<file path="src/rtl/slc3_mmio_pkg.sv">
// Shared constants and types for the SLC-3 memory/IO bridge:
// the I/O register address, seven-segment lookup and read-FSM states.
package slc3_mmio_pkg;

    localparam logic [15:0] IO_ADDR = 16'hFFFF;

    typedef logic [7:0] seg7_t;

    // Active-low segments {dp,g,f,e,d,c,b,a}; dp is always dark.
    localparam seg7_t SEG_LUT [16] = '{
        8'hC0, 8'hF9, 8'hA4, 8'hB0, 8'h99, 8'h92, 8'h82, 8'hF8,
        8'h80, 8'h90, 8'h88, 8'h83, 8'hC6, 8'hA1, 8'h86, 8'h8E
    };

    typedef enum logic {
        IDLE = 1'b0,
        WAIT = 1'b1
    } rd_state_e;

endpackage

</file>
<file path="src/rtl/mem_io_bridge_hex_driver.sv">
// Four-digit multiplexed seven-segment driver: a free-running scan counter
// selects one nibble of the display register per digit slot.
module hex_driver #(
    parameter int SCAN_W = 16
) (
    input  logic        clk,
    input  logic        reset,
    input  logic [15:0] hex_reg,
    output logic [7:0]  hex_seg_o,
    output logic [3:0]  hex_grid_o
);
    import slc3_mmio_pkg::*;

    logic [SCAN_W-1:0] scan_cnt_q;
    logic [SCAN_W-1:0] scan_cnt_d;
    logic [1:0]        digit;
    logic [3:0]        nibble;

    always_comb begin
        scan_cnt_d = scan_cnt_q + {{(SCAN_W-1){1'b0}}, 1'b1};
        digit      = scan_cnt_q[SCAN_W-1 -: 2];
        nibble     = hex_reg[{digit, 2'b00} +: 4];
        hex_grid_o = ~(4'b0001 << digit);
        hex_seg_o  = SEG_LUT[nibble];
    end

    always_ff @(posedge clk) begin
        if (!reset) begin
            scan_cnt_q <= '0;
        end else begin
            scan_cnt_q <= scan_cnt_d;
        end
    end

endmodule

</file>
<file path="src/rtl/mem_io_bridge.sv">
// SLC-3 memory-side bridge: routes CPU accesses to BRAM or the switch/hex
// I/O register, returns registered read data, and drives the hex display.
module mem_io_bridge #(
    parameter logic [15:0] IO_ADDR = slc3_mmio_pkg::IO_ADDR,
    parameter int          SCAN_W  = 16
) (
    input  logic        clk,
    input  logic        reset,
    input  logic [15:0] mem_addr,
    input  logic [15:0] mem_wdata,
    input  logic        mem_mem_ena,
    input  logic        mem_wr_ena,
    output logic [15:0] mem_rdata,
    output logic [15:0] bram_addr,
    output logic [15:0] bram_wdata,
    output logic        bram_en,
    output logic        bram_we,
    input  logic [15:0] bram_rdata,
    input  logic [15:0] sw_i,
    output logic [15:0] hex_reg_o,
    output logic [7:0]  hex_seg_o,
    output logic [3:0]  hex_grid_o
);
    import slc3_mmio_pkg::*;

    logic        is_io;
    logic        rd_req;
    logic        io_wr;

    rd_state_e   state_q, state_d;
    logic        src_io_q, src_io_d;
    logic [15:0] mem_rdata_q, mem_rdata_d;
    logic [15:0] hex_reg_q, hex_reg_d;
    logic [15:0] sw_meta_q, sw_meta_d;
    logic [15:0] sw_q, sw_d;

    always_comb begin
        is_io      = (mem_addr == IO_ADDR);
        rd_req     = mem_mem_ena & ~mem_wr_ena;
        io_wr      = mem_mem_ena & mem_wr_ena & is_io;
        bram_addr  = mem_addr;
        bram_wdata = mem_wdata;
        bram_en    = mem_mem_ena & ~is_io;
        bram_we    = bram_en & mem_wr_ena;
    end

    always_comb begin
        state_d     = state_q;
        src_io_d    = src_io_q;
        mem_rdata_d = mem_rdata_q;
        hex_reg_d   = hex_reg_q;
        sw_meta_d   = sw_i;
        sw_d        = sw_meta_q;

        if (io_wr) begin
            hex_reg_d = mem_wdata;
        end

        // Source select is latched with the request so the capture next cycle
        // matches the BRAM's one-cycle read latency.
        case (state_q)
            IDLE: begin
                if (rd_req) begin
                    state_d  = WAIT;
                    src_io_d = is_io;
                end
            end
            WAIT: begin
                mem_rdata_d = src_io_q ? sw_q : bram_rdata;
                if (rd_req) begin
                    src_io_d = is_io;
                end else begin
                    state_d = IDLE;
                end
            end
            default: state_d = IDLE;
        endcase
    end

    always_ff @(posedge clk) begin
        if (!reset) begin
            state_q     <= IDLE;
            src_io_q    <= 1'b0;
            mem_rdata_q <= '0;
            hex_reg_q   <= '0;
            sw_meta_q   <= '0;
            sw_q        <= '0;
        end else begin
            state_q     <= state_d;
            src_io_q    <= src_io_d;
            mem_rdata_q <= mem_rdata_d;
            hex_reg_q   <= hex_reg_d;
            sw_meta_q   <= sw_meta_d;
            sw_q        <= sw_d;
        end
    end

    assign mem_rdata = mem_rdata_q;
    assign hex_reg_o = hex_reg_q;

    hex_driver #(
        .SCAN_W (SCAN_W)
    ) u_hex_driver (
        .clk        (clk),
        .reset      (reset),
        .hex_reg    (hex_reg_q),
        .hex_seg_o  (hex_seg_o),
        .hex_grid_o (hex_grid_o)
    );

endmodule

</file>
<file path="config.mk">
export PLATFORM = sky130hd
export DESIGN_NAME = mem_io_bridge
export DESIGN_NICKNAME = d
export VERILOG_FILES = /design/src/rtl/slc3_mmio_pkg.sv /design/src/rtl/mem_io_bridge_hex_driver.sv /design/src/rtl/mem_io_bridge.sv
export SDC_FILE = /design/constraint.sdc
export NUM_CORES = 1
export LEC_CHECK = 0
export ABC_AREA = 1
export CORE_MARGIN = 5
export CORE_UTILIZATION = 55
export DETAILED_ROUTE_END_ITERATION = 7
export DONT_BUFFER_PORTS = 1
export GPL_ROUTABILITY_DRIVEN = 0
export GPL_TIMING_DRIVEN = 0
export PLACE_DENSITY = 0.67
export SYNTH_ARGS = -nofsm -noshare
export SYNTH_HDL_FRONTEND = slang
export SYNTH_SLANG_ARGS = --single-unit
</file>
<file path="constraint.sdc">
create_clock -name clk -period 2.05 [get_ports clk]
set_input_delay 0.41 -clock clk [delete_from_list [all_inputs] [get_ports clk]]
set_output_delay 0.41 -clock clk [all_outputs]
set_load 0.005 [all_outputs]
</file>
==> results.yml <==
status:
  outcome: "finished, violations left"
  violations: "setup timing"
clocking:
  cts_sinks: 82
  htreeDepth: 3
  path_clk_slew_ps: 80
  cts_root_buffer: "clkbuf_8"
  clk_path_buf_depth: 2
  tritoncts: "done"
  cts_made_buffers: 9
  clock_latency_ps: 350
worst_setup_path:
  crit_fanout: 7
  critical_path_class: "reg -> out"
  cp.required_ps: 1640
  cp-end-kind: "output pin"
  critical_path_arrival_ps: 1780
  cp_slowest_cell: "dfxtp_4"
  cpPeakStageDelay_ps: 410
  worstPathCellList: "buf_6, nand2_1, nand2_2, nand2_2, nand2_4, buf_6, ha_4, inv_1, nand2_1, nand3_2, nand2_2"
  critPathLaunchType: "flip-flop"
  critPathMostFrequentCell: "nand2_2"
synth:
  synth_top_area_frac: 0.409
  ys_ff_latch: 82
  synth_cell_type_count: 32
  synth_top_area_cell: "dfxtp_1"
  postSynthCellCount: 570
  synth_nets: 645
  synthesis.area_sq_um: 4020
  ys_seq_area_frac: 0.409
  syn_area_per_cell_sq_um: 7.04
  synth.area.top_cells: "dfxtp_1, nand2_1, inv_1"
  yosysWarnings: 0
placement:
  hpwl_mm: 6.87
  place_area_sq_um: 4140
  dpl.cell_count: 669
  io_buffers: 0
sta:
  rsz0062_at_grt: "yes"
  finClkSkew_ps: 11.0
  hold_viol_final: 0
  period_share: 1.07
  min_period_ps: 2190
  maxSlewViolCount: 0
  max_freq_ghz: 0.457
  finalWorstSetupSlack_ps: -140
  setup_viol: 7
grt:
  grt_max_degree: 15
  grt_pass1_wl_mm: 14.4
  grt_pass1_vias: 2999
  grt_usage: 0.202
  grt-ovfl-total: 0
  grt_antenna_before_repair: 0
route:
  met3RoutedLength_um: 835
  dr.max_layer_used: "met4"
  routed_wirelength_mm: 9.21
  first_iter_violations: 86
  wl_per_cell_um: 13.3
  antenna_left: 0
  vias: 3304
  vias_per_cell: 4.75
  dr.pass1.iters: 4
  wl_met2_mm: 4.41
  wl_met1_mm: 3.84
  remaining_drc_errors: 0
floorplan:
  row_count: 31
  start_util: 0.560
  dieArea_sq_um: 9110
  die_y_um: 95.4
  die_w_um: 95.4
  ios: 146
  coreArea_sq_um: 7180
power_and_ir_drop:
  cellLeakagePower_nw: 2.34
  total_power_mw: 3.07
  irDropWorstVdd_mv: 0.336
  p_per_area_nw_per_um2: 671
finish:
  syn2layout_area_growth_pct: 13.8
  fin_util: 0.637
  finalNonFillerCells: 695
  fin_area_sq_um: 4570
  post_route_cells_drive_above_1_share: 0.193
  fin_nets: 666
  antennaDiodeCount: 0
flow_run:
  drv_cap: 0
min_path:
  worst_hold_path_type: "in -> reg"
==> report_power, final <==
group	leakage [nW]	switching, mW	total, mW	internal [mW]
Clock	0.0962	0.587	1.19	0.603
Combinational	1.57	0.117	0.209	0.0921
Sequential	0.672	0.0246	1.67	1.64
Total	2.34	0.729	3.07	2.34
==> Yosys cell counts (all sizes together) <==
cell type,number
clkbuf,11
o211ai,16
conb,1
buf,44
nor3,6
nand3b,1
nand4,5
nand2,168
nand3,53
inv,92
nor2,55
ha,7
o21a,1
dfxtp,82
a21oi,20
o21ai,6
xor2,2
==> through the flow <==
step / hold slack (ps) / TNS, ps / worst slack (ps)
2_1_floorplan: 390 / 0 / 313
3_3_place_gp: 396 / 0 / 115
3_5_place_dp: 397 / 0 / 86.6
4_1_cts: 135 / -469 / -81.6
5_1_grt: 130 / -1330 / -226
6_report: 152 / -679 / -140
==> critical path: cells and delay by family, from the launching register on <==
| kind | cells | cell delay [ps] |
|---|---|---|
| simple gates | 7 | 590 |
| flops | 1 | 410 |
| buf+inv | 3 | 300 |
| fa+ha+maj | 1 | 120 |
==> area by class of cell <==
type / count / area [sq um]
inverters: 92 / 355
fillers: 653 / 2610
clock inverters: 5 / 62.6
clock buffers: 11 / 141
multi-input cells: 341 / 1770
repair buffers: 10 / 90.1
flip-flops and latches: 82 / 1650
well taps: 99 / 124
plain buffers: 55 / 380
==> sequential cells by signal, summed over array words and instances (netlist names) <==
name                     cells
hex_reg_o                   16
sw_d                        16
state_q                      1
u_hex_driver.scan_cnt_q     16
sw_q                        16
src_io_q                     1
mem_rdata                   16
==> kinds of logic after synthesis <==
kind of cell,share of synthesized area
compound gates,0.0642
simple gates,0.319
xor+xnor,0.00436
other cells,0.000934
buf+inv,0.180
flops,0.409
fa+ha+maj,0.0218
==> path summary, 6_finish.rpt <==
path                                     startpoint                                endpoint  slack [ps]  depth (start not counted)
max          u_hex_driver.scan_cnt_q[14]$_SDFF_PN0_                            hex_seg_o[0]        -140                         11
min reg2reg                      sw_d[5]$_SDFF_PN0_                      sw_q[5]$_SDFF_PN0_         420                          2
max reg2reg   u_hex_driver.scan_cnt_q[0]$_SDFF_PN0_  u_hex_driver.scan_cnt_q[12]$_SDFF_PN0_         680                          7
min                                         sw_i[3]                      sw_d[3]$_SDFF_PN0_         150                          2
==> layer usage <==
metal,vias up,GRT usage
li1,1750,-
met1,1450,0.241
met2,91,0.335
met3,13,0.0876
met4,0,0.0521
met5,-,0
==> repair_timing <==
item / 4_1_cts / 5_1_grt
gates cloned: 0 / 0
hold buffers: 0 / 0
resized for setup: 37 / 5
buffers inserted: 8 / 2
pin swaps: 14 / 7
endpoints found under the setup margin: 7 / 7
hold endpoints to repair: 0 / 0
==> cell usage in the layout (no fill, tap or decap), types with 2 or more instances in the layout <==
cell / n
a21oi_1: 20
buf_2: 4
buf_4: 40
buf_6: 8
clkbuf_1: 12
clkbuf_8: 10
clkinvlp_4: 2
dfxtp_1: 80
dfxtp_4: 2
ha_1: 2
ha_4: 4
inv_1: 85
inv_2: 4
inv_4: 2
inv_6: 2
nand2_1: 150
nand2_2: 15
nand2_4: 3
nand3_1: 47
nand3_2: 5
nand4_1: 5
nor2_1: 49
nor2_4: 3
nor2_8: 2
nor3_1: 4
o211ai_1: 16
o21ai_0: 5
xor2_1: 2
Power figures use the tool's default switching activity.
